### config.mk
export PLATFORM = sky130hd
export DESIGN_NAME = mux_2x1_flat
export DESIGN_NICKNAME = d
export VERILOG_FILES = /design/src/rtl/mux_2x1_if.sv /design/src/rtl/mux_2x1.sv /design/src/flat_wrapper.sv
export SDC_FILE = /design/constraint.sdc
export NUM_CORES = 1
export LEC_CHECK = 0
export CORE_ASPECT_RATIO = 0.9
export CORE_UTILIZATION = 40
export CTS_CLUSTER_DIAMETER = 60
export DETAILED_ROUTE_END_ITERATION = 10
export GPL_TIMING_DRIVEN = 0
export HOLD_SLACK_MARGIN = 0.02
export PLACE_DENSITY = 0.86
export SYNTH_ARGS = -nofsm -noshare
export SYNTH_HDL_FRONTEND = slang
export SYNTH_SLANG_ARGS = --single-unit
### constraint.sdc
create_clock -name clk -period 3.1 [get_ports clk]
set_input_delay 0.62 -clock clk [delete_from_list [all_inputs] [get_ports clk]]
set_output_delay 0.62 -clock clk [all_outputs]
set_load 0.05 [all_outputs]
### src/rtl/mux_2x1_if.sv
// Bundle of the data, select and status signals around the 2:1 selector.
// The master side drives data, select and enable; the slave side is the selector itself.
interface mux_2x1_if #(
    parameter int WIDTH = 32,
    parameter int CNT_W = 16
);
    logic [WIDTH-1:0] inp1;
    logic [WIDTH-1:0] inp2;
    logic             sel;
    logic             en;
    logic [WIDTH-1:0] out;
    logic [WIDTH-1:0] out_q;
    logic             sel_q;
    logic [CNT_W-1:0] sel_switch_cnt;

    modport master (
        output inp1,
        output inp2,
        output sel,
        output en,
        input  out,
        input  out_q,
        input  sel_q,
        input  sel_switch_cnt
    );

    modport slave (
        input  inp1,
        input  inp2,
        input  sel,
        input  en,
        output out,
        output out_q,
        output sel_q,
        output sel_switch_cnt
    );
endinterface

### src/rtl/mux_2x1.sv
// Parameterised 2:1 data selector with a zero-latency output, a registered
// copy of the result, the registered select and a saturating count of select changes.
module mux_2x1 #(
    parameter int WIDTH = 32,
    parameter int CNT_W = 16
) (
    input  logic        clk,
    input  logic        rst,
    mux_2x1_if.slave    bus
);
    localparam logic [CNT_W-1:0] CNT_MAX = '1;

    logic [WIDTH-1:0] mux_val;
    logic [WIDTH-1:0] out_d;
    logic [WIDTH-1:0] out_q;
    logic             sel_d;
    logic             sel_q;
    logic [CNT_W-1:0] cnt_d;
    logic [CNT_W-1:0] cnt_q;

    // Combinational selection; reset and enable never touch this path.
    always_comb begin
        mux_val = bus.sel ? bus.inp2 : bus.inp1;
    end

    // Next-state for the registered copies; a disabled cycle holds everything.
    always_comb begin
        out_d = out_q;
        sel_d = sel_q;
        cnt_d = cnt_q;
        if (bus.en) begin
            out_d = mux_val;
            sel_d = bus.sel;
            if ((bus.sel != sel_q) && (cnt_q != CNT_MAX)) begin
                cnt_d = cnt_q + CNT_W'(1);
            end
        end
    end

    // Registered state, cleared immediately by the asynchronous reset.
    always_ff @(posedge clk or posedge rst) begin
        if (rst) begin
            out_q <= '0;
            sel_q <= 1'b0;
            cnt_q <= '0;
        end else begin
            out_q <= out_d;
            sel_q <= sel_d;
            cnt_q <= cnt_d;
        end
    end

    assign bus.out            = mux_val;
    assign bus.out_q          = out_q;
    assign bus.sel_q          = sel_q;
    assign bus.sel_switch_cnt = cnt_q;
endmodule

### src/flat_wrapper.sv
// flat-port wrapper written by rule: the top's interface ports become plain ports
module mux_2x1_flat 
#(
    parameter int WIDTH = 32,
    parameter int CNT_W = 16
)
  (clk, rst, bus_inp1, bus_inp2, bus_sel, bus_en, bus_out, bus_out_q, bus_sel_q, bus_sel_switch_cnt);
  mux_2x1_if #(.WIDTH(WIDTH), .CNT_W(CNT_W)) bus_i ();
  input  logic clk;
  input  logic rst;
  input wire logic [$bits(bus_i.inp1)-1:0] bus_inp1;
  input wire logic [$bits(bus_i.inp2)-1:0] bus_inp2;
  input wire logic [$bits(bus_i.sel)-1:0] bus_sel;
  input wire logic [$bits(bus_i.en)-1:0] bus_en;
  output wire logic [$bits(bus_i.out)-1:0] bus_out;
  output wire logic [$bits(bus_i.out_q)-1:0] bus_out_q;
  output wire logic [$bits(bus_i.sel_q)-1:0] bus_sel_q;
  output wire logic [$bits(bus_i.sel_switch_cnt)-1:0] bus_sel_switch_cnt;
  assign bus_i.inp1 = bus_inp1;
  assign bus_i.inp2 = bus_inp2;
  assign bus_i.sel = bus_sel;
  assign bus_i.en = bus_en;
  assign bus_out = bus_i.out;
  assign bus_out_q = bus_i.out_q;
  assign bus_sel_q = bus_i.sel_q;
  assign bus_sel_switch_cnt = bus_i.sel_switch_cnt;
  mux_2x1 #(.WIDTH(WIDTH), .CNT_W(CNT_W)) u_core (.clk(clk), .rst(rst), .bus(bus_i));
endmodule
; After elaboration in Yosys (flattened, before gate mapping)
; Cells that the tools add are included.
[word_totals]
word_cells = 9
out_inout_bits = 81
register_bits = 49
in_bits = 68
[classes]
eq_ne = 2
reduce_logical = 2
add_sub_neg = 1
n_mux = 1
[ops]
columns = operator, count
row1 = 32-bit 2-to-1 mux, 1
row2 = 16-bit by 1-bit adder with 16-bit output (second input constant), 1
row3 = 16-bit != test (second input constant), 1
row4 = 2-bit AND reduction, 1
row5 = 1-bit logical AND, 1
row6 = 1-bit != test, 1

; Depth between registers and ports, before layout
[logic_depth]
ltp_word = 3
mapped_depth = 6
depth_no_buf = 5

; Least setup slack after synthesis
; OpenSTA, ideal clock, no wires.
[synth_path]
path_type = input -> output
start = input bus_sel
end = output bus_out[18]
n_path_buf = 2
arrival_ps = 1637
stages = 3
slack_ps = 843
required_time_ps = 2480
path_cell_list = buf_2 -> buf_1 -> mux2_2
[synth_via]
elab_chain_len = 1
[synth_lines]
columns = element, line
row1 = "start, declared", flat_wrapper.sv:13  ; input wire logic [$bits(bus_i.sel)-1:0] bus_sel;
row2 = 32-bit 2-to-1 mux, mux_2x1.sv:23  ; mux_val = bus.sel ? bus.inp2 : bus.inp1;
row3 = "end, declared", flat_wrapper.sv:15  ; output wire logic [$bits(bus_i.out)-1:0] bus_out;
; Every way passes these cells.

; Worst setup path in the final report
[layout_path]
start = input bus_sel
end = output bus_out[23]
; The elaborated chain is that of the path after synthesis.

==> results.sh <==
export IMPL_hold_viol_final=0
export IMPL_grt_overflow=0
export IMPL_clkTransAtPathRegs_ns=0.09
export IMPL_place_port_buffers=146
export IMPL_yosys_area_share_simple_pct=8.996
export IMPL_peakVddDrop_uv=406.5
export IMPL_cts_sinks=49
export IMPL_crit_chain="buf_2, clkbuf_2, mux2_2, clkdlybuf4s50_1"
export IMPL_num_rows=26
export IMPL_drt_iter0_markers=58
export IMPL_netlist_cell_type_count=27
export IMPL_synthTopCellsByArea="dfrtp_1, mux2_2, nand4_1"
export IMPL_yosys_warnings=0
export IMPL_critical_path_max_fanout=10
export IMPL_max_stage_delay_ns=0.71
export IMPL_clockBufferDepth=2
export IMPL_slew_headroom_pct=62.82
export IMPL_outcome="completed"
export IMPL_wl_per_cell_um=14.70
export IMPL_syn_area_per_cell_um2=13.29
export IMPL_cts_hold_buf=0
export IMPL_dpl_cell_count=398
export IMPL_slew_violations=0
export IMPL_holdCritPathClass="reg2reg"
export IMPL_max_freq_ghz=0.3500
export IMPL_yosys_area_share_adder_pct=0.5200
export IMPL_crit_type="in2out"
export IMPL_max_cap_violations=0
export IMPL_drt_total_wl_um=5954
export IMPL_fin_cells=405
export IMPL_vias_per_cell=5.010
export IMPL_die_y_um=75.58
export IMPL_critPathRequiredTime_ns=2.48
export IMPL_post_cts_setup_buffers=0
export IMPL_period_needed_ns=2.858
export IMPL_setup_viol=0
export IMPL_muxShareOfSynthArea_pct=31.46
export IMPL_antenna_cells=0
export IMPL_clock_skew_ns=0.008192
export IMPL_synth_top_family_by_area="multiplexers"
export IMPL_grt_pass1_vias=2040
export IMPL_cts_root_buf="clkbuf_8"
export IMPL_numCtsBuffers=5
export IMPL_cp_end_kind="output port"
export IMPL_ios=149
export IMPL_setup_tns_ns=0
export IMPL_initial_core_util_pct=42.02
export IMPL_remaining_drc_errors=0
export IMPL_cts_tree="yes"
export IMPL_leakagePower_nw=1.639
export IMPL_worst_pin_slew_ns=0.5577
export IMPL_startpoint_type="input port"
export IMPL_first_pass_iters=4
export IMPL_synthXorXnorAreaFrac_pct=5.460
export IMPL_rsz0062_at_grt="false"
export IMPL_syn_cell_area_mm2=0.002406
export IMPL_antenna_found_initial=0
export IMPL_pwr_density_cell_mw_per_mm2=535.5
export IMPL_crit_slowest_cell="clkdlybuf4s50_1"
export IMPL_layout_drive_gt1_share_pct=24.48
export IMPL_dp_hpwl_um=4786
export IMPL_synth_compound_area_share_pct=0.5200
export IMPL_synth_area_leader_cell="dfrtp_1"
export IMPL_grt_max_degree=43
export IMPL_nets=404
export IMPL_ant_nets=0
export IMPL_dieArea_mm2=0.006329
export IMPL_synth_top_area_share_pct=50.96
export IMPL_grt_pass1_wl_um=9936
export IMPL_rrSetupSlack_ns=1.16
export IMPL_ys_seq_area_share_pct=50.96
export IMPL_grt_total_usage_pct=19.85
export IMPL_syn_num_nets=250
export IMPL_clk_insertion_delay_late_ns=0.29
export IMPL_syn_inst=181
export IMPL_arrival_ns=2.24
export IMPL_period_share_pct=92.18
export IMPL_vias=2029
export IMPL_htreeDepth=2
export IMPL_ys_ff_latch=49
export IMPL_syn_to_final_growth_pct=68.95
export IMPL_die_x_um=83.75
export IMPL_core_area_mm2=0.005725
export IMPL_gp_congestion=0.7857
synthesized netlist by cell type:
cell       n
dfrtp_1   49
xor2_1     7
nand4_2    1
ha_1       1
nor4b_1    1
nand2_1    3
and3_1     1
clkbuf_1   2
nand3_1    4
xnor2_1    8
nor3b_1    1
mux2i_1    1
mux2_2    65
nor2_1     5
buf_1      5
a21oi_1    1
buf_2      1
or4_1      1
nor4_1     4
and3_2     1
and3_4     1
buf_6      1
nand4_1   12
mux2_4     1
inv_1      2
o21a_1     1
nor3_1     1
stage by stage:
stage | util, % | cell area [um^2] | power [mW] | setup WS, ns | hold WS (ns)
2_1_floorplan | - | 2406 | 1.437 | 0.8428 | 0.8027
3_3_place_gp | 69.08 | 3955 | 1.799 | 0.03451 | 0.4877
3_5_place_dp | 69.43 | 3975 | 1.827 | 0.01130 | 0.4922
4_1_cts | 70.94 | 4061 | 2.198 | 0.02002 | 0.5041
5_1_grt | 71.00 | 4065 | 2.283 | 0.1666 | 0.5171
6_report | 71.00 | 4065 | 2.177 | 0.2425 | 0.5025
per-layer routing:
| layer | part of all wire [%] | wire length (um) | global-route usage [%] |
|---|---|---|---|
| met1 | 40 | 2376 | 23.85 |
| met2 | 51 | 3025 | 35.50 |
| met3 | 8.5 | 506 | 6.826 |
| met4 | 0.76 | 45 | 3.955 |
| met5 | 0 | 0 | 0 |
what timing repair did:
item / CTS / global route
hold endpoints to repair: 0 / 0
endpoints found under the setup margin: 0 / 27
resized for setup: 0 / 3
layout make-up:
class | instances | area (um^2)
plain buffers | 9 | 46.29
clock buffers | 7 | 86.33
fillers | 426 | 1660
inverters | 2 | 7.507
multi-input cells | 121 | 1130
flip-flops and latches | 49 | 1226
well taps | 70 | 87.58
repair buffers | 147 | 1481
power breakdown:
part	leakage [nW]	switching (mW)	internal [mW]	total [mW]
combinational	1.00	0.599	0.396	0.995
clock	0.0443	0.193	0.177	0.370
sequential	0.594	0.0836	0.728	0.812
flip-flops by register name, summed over array words and instances, names as in the netlist:
| register | count |
|---|---|
| u_core.bus.sel_switch_cnt | 16 |
| u_core.bus.sel_q | 1 |
| u_core.bus.out_q | 32 |
worst max-delay path: cells and delay by family:
kind	cells	cell delay [ns]
buffers and inverters	3	1.22
muxes	1	0.39
path summary, 6_finish.rpt:
check                                                     startpoint                                         to  cells after the start
max                                                          bus_sel                                bus_out[23]                      4
max reg2reg                 u_core.bus.sel_switch_cnt[1]$_DFFE_PP0P_   u_core.bus.sel_switch_cnt[1]$_DFFE_PP0P_                      6
min                        u_core.bus.sel_switch_cnt[15]$_DFFE_PP0P_  u_core.bus.sel_switch_cnt[15]$_DFFE_PP0P_                      1
min reg2reg                u_core.bus.sel_switch_cnt[15]$_DFFE_PP0P_  u_core.bus.sel_switch_cnt[15]$_DFFE_PP0P_                      1
max in group asynchronous                                        rst            u_core.bus.out_q[1]$_DFFE_PP0P_                      3
min in group asynchronous                                        rst  u_core.bus.sel_switch_cnt[11]$_DFFE_PP0P_                      2
cells by family (layout without fill, tap and decap cells):
kind of cell / Yosys count / count (layout)
AND/OR/NAND/NOR: 36 / 36
AO/OA/AOI/OAI: 2 / 2
flip-flops: 49 / 49
XOR/XNOR: 15 / 15
buffers and inverters: 11 / 165
multiplexers: 67 / 67
adder cells (fa/ha/maj): 1 / 1
placed cells by master, fill, tap and decap left out:
master,instances
nand4_2,1
nor2_1,5
xnor2_1,8
nand3_1,4
nor3_1,1
nor4_1,4
clkbuf_2,3
clkbuf_1,3
nand4_1,12
buf_6,1
mux2_4,1
a21oi_1,1
clkdlybuf4s50_1,146
buf_2,1
nor4b_1,1
clkbuf_8,6
inv_2,1
buf_12,1
nor3b_1,1
and3_2,1
and3_4,1
o21a_1,1
and3_1,1
nand2_1,3
mux2i_1,1
dfrtp_1,49
or4_1,1
buf_1,2
inv_1,1
xor2_1,7
ha_1,1
mux2_2,65
Power figures use the tool's default switching activity.
